--- src/rtl/aes_byte_host.sv ---
// Byte-stream host for the 8-bit AES core: loads 16 bytes into plain, pulses start,
// waits for done (optional timeout), then streams the captured result out MSB byte first.
module aes_byte_host #(
  parameter int unsigned TIMEOUT_CYCLES = 0,
  parameter int unsigned CNT_W          = 16
) (
  input  logic             clk,
  input  logic             rst,
  input  logic [7:0]       in_byte,
  input  logic             in_valid,
  output logic             in_ready,
  output logic [127:0]     plain,
  output logic             aes_start,
  input  logic             aes_done,
  input  logic [127:0]     zipher,
  output logic [7:0]       out_byte,
  output logic             out_valid,
  input  logic             out_ready,
  output logic             busy,
  output logic             timeout_err,
  output logic [CNT_W-1:0] blocks_done
);

  typedef enum logic [1:0] {StLoad, StStart, StWait, StDrain} state_e;

  state_e             state_q, state_d;
  logic [3:0]         idx_q, idx_d;
  logic [127:0]       plain_q, plain_d;
  logic [127:0]       res_q, res_d;
  logic [31:0]        tmo_cnt_q, tmo_cnt_d;
  logic               timeout_err_q, timeout_err_d;
  logic [CNT_W-1:0]   blocks_q, blocks_d;
  logic               in_fire, out_fire, tmo_hit;
  logic [127:0]       res_shift;

  // Handshake outputs are gated by rst so nothing is offered while reset is held.
  assign in_ready    = !rst && (state_q == StLoad);
  assign aes_start   = !rst && (state_q == StStart);
  assign out_valid   = !rst && (state_q == StDrain);
  assign busy        = !rst && !((state_q == StLoad) && (idx_q == 4'd0));
  assign plain       = plain_q;
  assign timeout_err = timeout_err_q;
  assign blocks_done = blocks_q;

  assign res_shift = res_q << {idx_q, 3'b000};
  assign out_byte  = out_valid ? res_shift[127:120] : 8'h00;

  assign in_fire  = in_valid && in_ready;
  assign out_fire = out_valid && out_ready;
  assign tmo_hit  = (TIMEOUT_CYCLES != 0) && (tmo_cnt_q == TIMEOUT_CYCLES - 1);

  always_comb begin
    state_d       = state_q;
    idx_d         = idx_q;
    plain_d       = plain_q;
    res_d         = res_q;
    tmo_cnt_d     = tmo_cnt_q;
    timeout_err_d = timeout_err_q;
    blocks_d      = blocks_q;
    unique case (state_q)
      StLoad: begin
        if (in_fire) begin
          // Byte k lands at bit offset 8*(15-k), so the first byte is the MSB.
          plain_d[{~idx_q, 3'b000} +: 8] = in_byte;
          idx_d = idx_q + 4'd1;
          if (idx_q == 4'd15) state_d = StStart;
        end
      end
      StStart: begin
        tmo_cnt_d = '0;
        state_d   = StWait;
      end
      StWait: begin
        if (aes_done) begin
          res_d   = zipher;
          idx_d   = 4'd0;
          state_d = StDrain;
        end else if (tmo_hit) begin
          timeout_err_d = 1'b1;
          idx_d         = 4'd0;
          state_d       = StLoad;
        end else begin
          tmo_cnt_d = tmo_cnt_q + 32'd1;
        end
      end
      StDrain: begin
        if (out_fire) begin
          idx_d = idx_q + 4'd1;
          if (idx_q == 4'd15) begin
            blocks_d = blocks_q + CNT_W'(1);
            state_d  = StLoad;
          end
        end
      end
      default: state_d = StLoad;
    endcase
  end

  always_ff @(posedge clk) begin
    if (rst) begin
      state_q       <= StLoad;
      idx_q         <= 4'd0;
      plain_q       <= '0;
      res_q         <= '0;
      tmo_cnt_q     <= '0;
      timeout_err_q <= 1'b0;
      blocks_q      <= '0;
    end else begin
      state_q       <= state_d;
      idx_q         <= idx_d;
      plain_q       <= plain_d;
      res_q         <= res_d;
      tmo_cnt_q     <= tmo_cnt_d;
      timeout_err_q <= timeout_err_d;
      blocks_q      <= blocks_d;
    end
  end

endmodule
--- config.mk ---
export PLATFORM = sky130hd
export DESIGN_NAME = aes_byte_host
export DESIGN_NICKNAME = d
export VERILOG_FILES = /design/src/rtl/aes_byte_host.sv
export SDC_FILE = /design/constraint.sdc
export NUM_CORES = 1
export LEC_CHECK = 0
export ABC_AREA = 1
export CAP_MARGIN = 10
export CORE_ASPECT_RATIO = 1.2
export CORE_MARGIN = 2
export CORE_UTILIZATION = 50
export CTS_CLUSTER_SIZE = 40
export DETAILED_ROUTE_END_ITERATION = 10
export PLACE_DENSITY_LB_ADDON = 0.1
export SYNTH_ARGS = -nofsm -noshare
export SYNTH_HDL_FRONTEND = slang
export SYNTH_SLANG_ARGS = --single-unit
--- constraint.sdc ---
create_clock -name clk -period 2.25 [get_ports clk]
set_input_delay 0.3375 -clock clk [delete_from_list [all_inputs] [get_ports clk]]
set_output_delay 0.3375 -clock clk [all_outputs]
set_load 0.01 [all_outputs]
==> summary.txt, run 1 <==
GRT
  – GRT Util Overall: 0.276
  – Largest net degree at the start of global routing: between 100 and 150
  – Overflow after GRT: 0
  – Antenna violations before repair: 2
  – Vias in the first global route: 11,700
  – First-pass GRT wire length: between 50 and 60 mm

Worst setup path
  – FF-to-FF End: plain[38]$_SDFFE_PP0P_
  – Crit path capture type: output pin
  – Worst Reg-to-Reg Cells: 11
  – Chain of cells forming the critical path: buf_12 > clkbuf_16 > nor2_4 > nor2_2 > nand2_1 > nand2_1 > nand2_1 > nand2_2 > inv_2 > a21oi_2 > buf_2
  – Worst Path Required: 1.91 ns
  – CP arrival: about 2.0 ns
  – Max FO, Critical Path: 7
  – Flop-to-flop setup slack: roughly 0.050 ns
  – Worst r2r src: idx_q[0]$_SDFFE_PP0P_
  – CP max-delay cell: dfxtp_4
  – Worst Setup Start Kind: register
  – Max stage delay on crit path: approximately 0.37 ns
  – Crit Path Category: reg2out
  – Critical Path Most Common Cell: nand2_1

CTS
  – CTS tree: built
  – Clock latency on the worst-skew pair: roughly 0.54 ns
  – Reg clk slew, reported paths: 0.07 ns
  – TritonCTS buffer count: 26
  – Root Driver: clkbuf_16
  – Sink Count: approximately 280
  – Clk buf depth: 3
  – Max H-tree Level: 1
  – CTS Hold Buffers Added: 0

Power and ir drop
  – Total Power: approximately 11 mW
  – Pwr dens: between 600 and 700 nW/µm²
  – Leak: 6.93 nW
  – Peak VDD IR: 0.000597 V

Synth
  – Yosys Warn Count: 0
  – Synth Instances: roughly 1,800
  – Part of the Yosys area used for sequential elements: 0.458
  – Synth cell types: 33
  – Average cell area after synthesis: 6.76 µm²
  – Number of synthesized register bits: 278
  – Mapped cell area: ~12,000 µm²
  – Post-synthesis net count: about 2,000

Timing
  – PnR worst setup slack: -0.0909 ns
  – Fin crit share: 1.04
  – Final setup viols: 8
  – Max Slew Vio Count: 0
  – Worst hold margin: around 0.43 ns
  – Slew at the pin with the worst max-slew slack: about 0.50 ns
  – Max-Slew Margin vs Limit: 0.666
  – RSZ-0062 raised after global routing: true
  – Skew final: between 0.01 and 0.015 ns
  – Final hold viol count: 0
  – Maximum clock rate: 427 MHz
  – Min cycle time layout: 2.34 ns

Layout
  – Final core utilization: 0.714
  – FF/Latch Area: 5570 µm²
  – Fraction of layout cells with a size suffix above 1: 0.0999
  – Non-filler cells, final: 2,445
  – Commonest non-fill, non-tap cell in the layout: nor2_1
  – Most frequent cells in the layout: 537 x nor2_1, 284 x clkdlybuf4s50_1, 279 x nand2_1, 276 x dfxtp_1, 212 x o21ai_0
  – Synth-to-layout area growth: 40.3%
  – Filler instances: 2,050
  – Combined area of the multi-input logic cells: around 5800 µm²
  – Nets@finish: ~2,300

Routing
  – Via count: ~12,000
  – DR WL/cell: about 15 µm
  – DR DRC count: 0
  – Vias/cell: slightly above 5
  – Detail Route Antenna Nets: 0
  – DRT Pass-1 Iters: 8
  – WL final: roughly 37 mm
  – Drt initial violations: 694

Hold path
  – Hold path start: zipher[29]
  – Worst Hold Path EP: res_q[29]$_SDFFE_PP0P_
  – Hold path depth: 3
  – HP Class: in2reg

Placement
  – Place WS: -0.0609 ns
  – Hpwl dp: between 20 and 30 mm
  – Dpl cells: 2,382
  – GP Congestion: approximately 0.87
  – Port bufs: slightly below 300

Run status
  – Violated checks: negative setup slack
  – Outcome: finished with violations

Floorplanning
  – Die area: roughly 26,000 µm²
  – Ports: just under 300
  – Row count: a little over 60
  – DIE WIDTH: roughly 150 µm
  – Die Ht: about 170 µm
  – Initial core utilization: 0.509
  – Core ar.: between 20,000 and 25,000 µm²

Job
  – Max Cap Violations: 0
kinds of logic (layout without fill, tap and decap cells):
group,count (synthesis),count (layout),synth area share
other,1,3,0.000309
AO/OA/AOI/OAI,313,313,0.129
buffers and inverters,242,565,0.0798
XOR/XNOR,4,4,0.00443
flip-flops,278,278,0.458
AND/OR/NAND/NOR,951,952,0.318
adder cells (fa/ha/maj),10,10,0.0103
cell usage after synthesis:
| cell | instances | area (µm²) |
|---|---|---|
| nand3_1 | 61 | 305 |
| nor2_2 | 2 | 12.5 |
| nand2_2 | 4 | 25.0 |
| a21oi_1 | 86 | 430 |
| nand3_4 | 1 | 17.5 |
| or2_2 | 1 | 6.26 |
| nor2_8 | 1 | 20.0 |
| dfxtp_1 | 278 | 5570 |
| nand2_4 | 6 | 67.6 |
| clkinv_1 | 3 | 11.3 |
| nand4_2 | 1 | 12.5 |
| clkbuf_1 | 65 | 244 |
| nand3b_1 | 1 | 7.51 |
| buf_4 | 6 | 45.0 |
| conb_1 | 1 | 3.75 |
| o21ai_0 | 225 | 1130 |
| ha_1 | 10 | 125 |
| buf_1 | 7 | 26.3 |
| nor2_4 | 9 | 101 |
| nand4_1 | 13 | 81.3 |
| inv_2 | 6 | 22.5 |
| nor2_1 | 548 | 2060 |
| inv_1 | 139 | 522 |
| nand3_2 | 1 | 10.0 |
| xnor2_1 | 1 | 8.76 |
| o21a_1 | 1 | 7.51 |
| xor2_1 | 2 | 17.5 |
| nand2_1 | 295 | 1110 |
| buf_6 | 3 | 33.8 |
| a31oi_1 | 1 | 6.26 |
| xor2_4 | 1 | 27.5 |
| nor3_1 | 7 | 35.0 |
| buf_2 | 13 | 65.1 |
worst max-delay path, delay by kind of cell, from the launching register on:
kind	cells	cell delay [ns]
simple gates	6	0.41
flops	1	0.37
compound gates	1	0.13
buf+inv	4	0.54
worst max-delay path by stage:
| stage | from | end | cells after the start |
|---|---|---|---|
| 2_1_floorplan | idx_q[1]$_SDFFE_PP0P_ | plain[38]$_SDFFE_PP0P_ | 11 |
| 3_3_place_gp | rst | plain[56]$_SDFFE_PP0P_ | 11 |
| 3_5_place_dp | rst | plain[60]$_SDFFE_PP0P_ | 11 |
| 4_1_cts | idx_q[0]$_SDFFE_PP0P_ | out_byte[6] | 9 |
| 5_1_grt | idx_q[0]$_SDFFE_PP0P_ | out_byte[6] | 11 |
| 6_report | idx_q[0]$_SDFFE_PP0P_ | out_byte[1] | 11 |
where the power goes:
group | total (mW) | switching (mW) | leakage (nW) | internal (mW)
clock | 4.39 | 1.89 | 0.424 | 2.50
combinational | 1.40 | 0.751 | 4.27 | 0.649
sequential | 4.99 | 0.0267 | 2.24 | 4.96
area by class of cell:
class,count,share of cell area
antenna,2,0.000293
clock buffer,38,0.0456
clock inverter,8,0.00389
inverter,148,0.0338
multi-input combinational,1280,0.341
sequential,278,0.327
tap,320,0.0235
timing repair buffer,370,0.225
timing repair inverter,1,0.000293
sequential cells by signal (all words and copies together) (netlist names):
signal       flops
blocks_done     16
plain          128
res_q          128
idx_q            4
state_q          2
timing repair:
item | 4_1_cts | 5_1_grt
gates resized for setup | 71 | 54
buffers inserted | 4 | 1
pin swaps | 5 | 17
cloned | 6 | 4
endpoints found under the setup margin | 11 | 95
stage by stage:
step,setup TNS [ns],cell area [µm²]
after detailed placement,-0.424,15700
after global routing,-2.80,17100
after floorplan,0,12200
after CTS,-0.561,16800
final,-0.469,17100
after global placement,-0.0859,15700
metal layers:
metal	part of all wire	track usage	vias to the layer above
met1	0.40	0.325	5637
met4	0.036	0.105	0
met3	0.064	0.0407	85
li1	-	-	6260
met5	0	0	-
met2	0.50	0.506	426
Note: power is estimated with default switching activity, not from simulation.
==> inputs of run 2 (changes only) <==
- REMOVE_ABC_BUFFERS: not set -> 1
- clock period: 2.25 -> 2.2 ns (I/O delays scaled with it)
==> run 2 against run 1 <==
- critical endpoint is now aes_start
- design area is essentially flat
- count of clock-buffer cells in the layout fell by 3
- combinational power fell by 4%
- highest routed layer unchanged
- worst setup slack worse by 0.081 ns
- flip-flop and latch count unchanged
- register-to-register slack worse by 0.05 ns
- worst hold slack worse by 0.018 ns
- clock skew grew 0.0073 ns
- clock power grew 9.8%
- power rose by 4.7%
- via count unchanged
- sequential share of layout area is essentially flat
- the run still ends with negative setup slack left
==> summary.txt, run 2 (same netlist as run 1, synthesis figures left out) <==
Run status
  – Outcome: finished with violations
  – Violated checks: negative setup slack

Worst setup path
  – Crit path capture type: output pin
  – First element of the critical path: rst
  – Max FO, Critical Path: 20
  – Worst Setup Start Kind: input pin
  – Worst Path Required: 1.87 ns
  – Worst r2r src: idx_q[0]$_SDFFE_PP0P_
  – CP arrival: about 2.0 ns
  – FF-to-FF End: plain[87]$_SDFFE_PP0P_
  – Flop-to-flop setup slack: 0 ns
  – Worst Reg-to-Reg Cells: 12
  – Crit Path Category: in2out

Timing
  – Fin crit share: 1.08
  – Maximum clock rate: 422 MHz
  – Final hold viol count: 0
  – Min cycle time layout: 2.37 ns
  – Max Slew Vio Count: 0
  – PnR worst setup slack: -0.172 ns
  – RSZ-0062 raised after global routing: true
  – Final setup viols: 12
  – Skew final: approximately 0.019 ns

Floorplanning
  – Ports: 298
  – Initial core utilization: 0.509
  – Die area: around 26,000 µm²
  – Core ar.: approximately 24,000 µm²
  – Die Ht: approximately 170 µm
  – DIE WIDTH: about 150 µm
  – Row count: 62

Layout
  – Commonest non-fill, non-tap cell in the layout: nor2_1
  – Most frequent cells in the layout: 540 x nor2_1, 287 x nand2_1, 285 x clkdlybuf4s50_1, 275 x dfxtp_1, 222 x o21ai_0
  – Fraction of layout cells with a size suffix above 1: 0.103
  – Synth-to-layout area growth: 40.3%
  – Filler instances: ~2,100
  – Non-filler cells, final: between 2,000 and 2,500
  – Nets@finish: around 2,300

Power and ir drop
  – Peak VDD IR: 0.000547 V
  – Sequential Power Share: 0.453
  – Pwr dens: 661 nW/µm²
  – Sw frac: 0.252
  – Combinational fraction of design power: 0.120
  – Internal: between 8 and 9 mW
  – Clock power frac: 0.427
  – Leak: between 6 and 7 nW
  – Total Power: around 11 mW
  – NetSw: approximately 2.8 mW

Placement
  – GP Congestion: 0.825
  – Port bufs: between 200 and 300
  – Dpl cells: approximately 2,400
  – Hpwl dp: 25.1 mm

GRT
  – First-pass GRT wire length: around 57 mm
  – Vias in the first global route: ~11,000
  – Largest net degree at the start of global routing: 82
  – Antenna violations before repair: 1
  – Overflow after GRT: 0
  – GRT Util Overall: 0.271

Job
  – Max Cap Violations: 0

Hold path
  – Worst Hold Path EP: res_q[70]$_SDFFE_PP0P_
  – Hold path start: zipher[70]
  – HP Class: in2reg
  – Hold path depth: 3

CTS
  – CTS tree: built
  – Clock latency on the worst-skew pair: about 0.55 ns
  – Sink Count: roughly 280
  – Root Driver: clkbuf_16
  – TritonCTS buffer count: 28
  – Max H-tree Level: 1
  – Reg clk slew, reported paths: 0.07 ns
  – CTS Hold Buffers Added: 0
  – Clk buf depth: 3

Routing
  – DRT Pass-1 Iters: 7
  – WL final: 36.2 mm
  – DR DRC count: 0
  – DR WL/cell: ~15 µm
  – Detail Route Antenna Nets: 0
  – Vias/cell: 5.04
  – Via count: about 12,000
  – Drt initial violations: between 800 and 900
run 2: cell count changes in the layout (fill, tap and decap cells not counted), sizes merged, moves of 2 or more:
cell	previous run	this run
clkinvlp	3	5
buf	79	93
inv	145	147
clkinv	8	10
clkbuf	41	39
run 2: worst max-delay path, cell delays in order:
cell and delay (ns):
clkdlybuf4s50_1 0.63, buf_4 0.34, nor2_1 0.09, buf_4 0.15
clkdlybuf4s50_1 0.49
run 2: metrics by stage:
step	area, µm²	setup TNS, ns	util	setup WS, ns	hold slack, ns
2_1_floorplan	11700	-644.72	-	-2.65	0.399
3_3_place_gp	15800	-3.42	0.661	-0.211	0.437
3_5_place_dp	15800	-6.45	0.661	-0.264	0.440
4_1_cts	16900	-1.51	0.708	-0.181	0.394
5_1_grt	17100	-11.05	0.714	-0.260	0.419
6_report	17100	-0.900	0.714	-0.172	0.407
run 2: worst max path at each step:
stage | to | slack [ns] | cells past startpoint
after floorplan | blocks_done[13]$_SDFFE_PP0P_ | -2.65 | 8
after global placement | out_byte[6] | -0.21 | 5
after detailed placement | out_byte[2] | -0.26 | 5
after CTS | out_byte[2] | -0.18 | 12
after global routing | out_byte[2] | -0.26 | 12
final | aes_start | -0.17 | 5
run 2: timing repair:
action                                  4_1_cts  5_1_grt
hold endpoints to repair                      0        0
resized for setup                            79       17
setup buffers                                 6        3
cloned                                        3        4
endpoints found under the setup margin       12      122
pin swaps                                    12       17
run 2: final cells by class:
cell class                 instances  area (µm²)  area share
clock inverter                    15         130     0.00763
clock buffer                      35         808      0.0474
inverter                         148         561      0.0329
tap                              320         400      0.0235
sequential                       278        5570       0.327
timing repair buffer             383        3850       0.226
antenna                            1        2.50    0.000147
multi-input combinational       1280        5730       0.336
run 2: metal layers:
| metal | wire (µm) | track usage | vias up | share of wire |
|---|---|---|---|---|
| met4 | 1000 | 0.0906 | 0 | 0.028 |
| met3 | 2510 | 0.0381 | 60 | 0.069 |
| met5 | 0 | 0 | - | 0 |
| met1 | 14700 | 0.334 | 5642 | 0.41 |
| met2 | 18000 | 0.486 | 429 | 0.50 |
| li1 | - | - | 6277 | - |
run 2: power by group through the flow:
stage          combinational (mW)  sequential, mW  clock, mW
2_1_floorplan               0.543            5.27          0
3_3_place_gp                 1.22            5.22          0
3_5_place_dp                 1.22            5.22          0
4_1_cts                      1.30            5.11       4.86
5_1_grt                      1.47            5.11       5.06
6_report                     1.35            5.11       4.82
==> inputs of run 3 (changes only) <==
- CORE_MARGIN: 2 -> 4
==> run 3 against run 2 <==
- global-route usage shrank 1.2 points
- sequential power is essentially flat
- utilization grew 0.64 points
- design area grew 1.2%
- combinational power grew 3%
- critical path depth grew 5
- cell count grew 0.12%
- critical endpoint is now out_byte[2]
- highest routed layer unchanged
- flip-flop and latch count is the same
- the run still ends with negative setup slack left
- power grew 3.8%
==> summary.txt, run 3 (same netlist as run 1, synthesis figures left out) <==
Run status
  – Outcome: finished with violations
  – Violated checks: negative setup slack

Routing
  – DR DRC count: 0
  – Drt initial violations: just over 700
  – Detail Route Antenna Nets: 0
  – Via count: ~12,000
  – WL final: roughly 36 mm
  – DRT Pass-1 Iters: 7
  – Vias/cell: 5.01
  – DR WL/cell: approximately 15 µm

Floorplanning
  – Die Ht: 179 µm
  – Row count: just over 60
  – Die area: between 20,000 and 30,000 µm²
  – DIE WIDTH: roughly 150 µm
  – Core ar.: approximately 24,000 µm²
  – Initial core utilization: 0.507
  – Ports: just under 300

Power and ir drop
  – Leak: 7.01 nW
  – Pwr dens: 678 nW/µm²
  – Peak VDD IR: roughly 0.00064 V

Worst setup path
  – Max FO, Critical Path: 14
  – Worst Path Required: roughly 1.9 ns
  – CP arrival: ~2 ns
  – Worst Setup Start Kind: register
  – Crit Path Category: reg2out
  – Crit path capture type: output pin

GRT
  – Vias in the first global route: about 11,000
  – First-pass GRT wire length: roughly 57 mm
  – Largest net degree at the start of global routing: around 110
  – Antenna violations before repair: 0
  – GRT Util Overall: 0.259
  – Overflow after GRT: 0

Layout
  – Fraction of layout cells with a size suffix above 1: 0.108
  – ANT cells: 0
  – Non-filler cells, final: ~2,500
  – Synth-to-layout area growth: 42.0%
  – Most frequent cells in the layout: 540 x nor2_1, 284 x clkdlybuf4s50_1, 281 x nand2_1, 274 x dfxtp_1, 219 x o21ai_0
  – Commonest non-fill, non-tap cell in the layout: nor2_1
  – Nets@finish: roughly 2,300

Timing
  – Final hold viol count: 0
  – PnR worst setup slack: -0.186 ns
  – Min cycle time layout: about 2.4 ns
  – Worst hold margin: ~0.41 ns
  – Skew final: ~0.015 ns
  – Final setup viols: 8
  – RSZ-0062 raised after global routing: true
  – Maximum clock rate: 419 MHz
  – Setup TNS: -0.976 ns
  – Max Slew Vio Count: 0
  – Fin crit share: 1.08

Placement
  – Dpl cells: 2,396
  – GP Congestion: between 0.8 and 0.9
  – Hpwl dp: 24.9 mm
  – Port bufs: slightly below 300

Job
  – Max Cap Violations: 0

CTS
  – Sink Count: ~280
  – Root Driver: clkbuf_16
  – Max H-tree Level: 1
  – TritonCTS buffer count: 30
  – CTS Hold Buffers Added: 0
  – Clk buf depth: 3
  – Reg clk slew, reported paths: ~0.060 ns
  – CTS tree: built
  – Clock latency on the worst-skew pair: 0.55 ns

Hold path
  – HP Class: in2reg
run 3: cell types whose count changed in the layout (fill, tap and decap cells not counted), sizes merged, moves of 2 or more:
cell / previous run / this run
bufinv: 1 / 3
clkbuf: 39 / 48
clkinv: 10 / 6
clkinvlp: 5 / 2
run 3: repair_timing:
action / CTS / global route
buffers inserted: 6 / 2
gates cloned: 4 / 0
gates resized for setup: 88 / 27
pin swaps: 18 / 9
endpoints found under the setup margin: 17 / 51
run 3: worst max-delay path, stage by stage, from the launching register on:
cell	delay, ns
dfxtp_4	0.38
buf_12	0.15
buf_16	0.15
buf_6	0.10
nor2_2	0.03
nor2_1	0.10
o21ai_1	0.11
nand3_2	0.10
nand3_4	0.09
a21oi_2	0.15
buf_2	0.15
run 3: metal layers:
metal | up-vias | wire [µm] | global-route usage
li1 | 6271 | - | -
met4 | 0 | 1010 | 0.0862
met5 | - | 0 | 0
met2 | 430 | 17800 | 0.460
met3 | 68 | 2780 | 0.0405
met1 | 5560 | 14900 | 0.319
run 3: area by class of cell:
type	instances	area, µm²
fill	1989	6710
tap	320	400
inverter	148	564
clock inverter	9	126
multi-input combinational	1279	5810
timing repair buffer	382	3880
clock buffer	47	906
sequential	278	5580
run 3: worst paths after layout:
kind / start / endpoint / slack (ns) / cells past startpoint
setup / recovery: idx_q[0]$_SDFFE_PP0P_ / out_byte[2] / -0.19 / 10
hold / removal: zipher[63] / res_q[63]$_SDFFE_PP0P_ / 0.41 / 3
setup reg to reg: idx_q[0]$_SDFFE_PP0P_ / plain[13]$_SDFFE_PP0P_ / 0.22 / 9
hold reg to reg: res_q[113]$_SDFFE_PP0P_ / res_q[113]$_SDFFE_PP0P_ / 0.45 / 2
run 3: report_power, final:
group          switching (mW)  internal, mW  leakage [nW]
registers              0.0330          5.08          2.24
logic                   0.734         0.654          4.26
clock network            2.04          3.17         0.506
total                    2.80          8.90          7.01
run 3: per-stage QoR:
step / instance area [µm²] / utilization / worst slack (ns) / power (mW)
2_1_floorplan: 11700 / - / -2.65 / 5.82
3_3_place_gp: 15800 / 0.661 / -0.258 / 6.46
4_1_cts: 17200 / 0.717 / -0.204 / 11.7
6_report: 17300 / 0.720 / -0.186 / 11.7
3_5_place_dp: 15800 / 0.661 / -0.278 / 6.47
5_1_grt: 17300 / 0.720 / -0.252 / 12.1
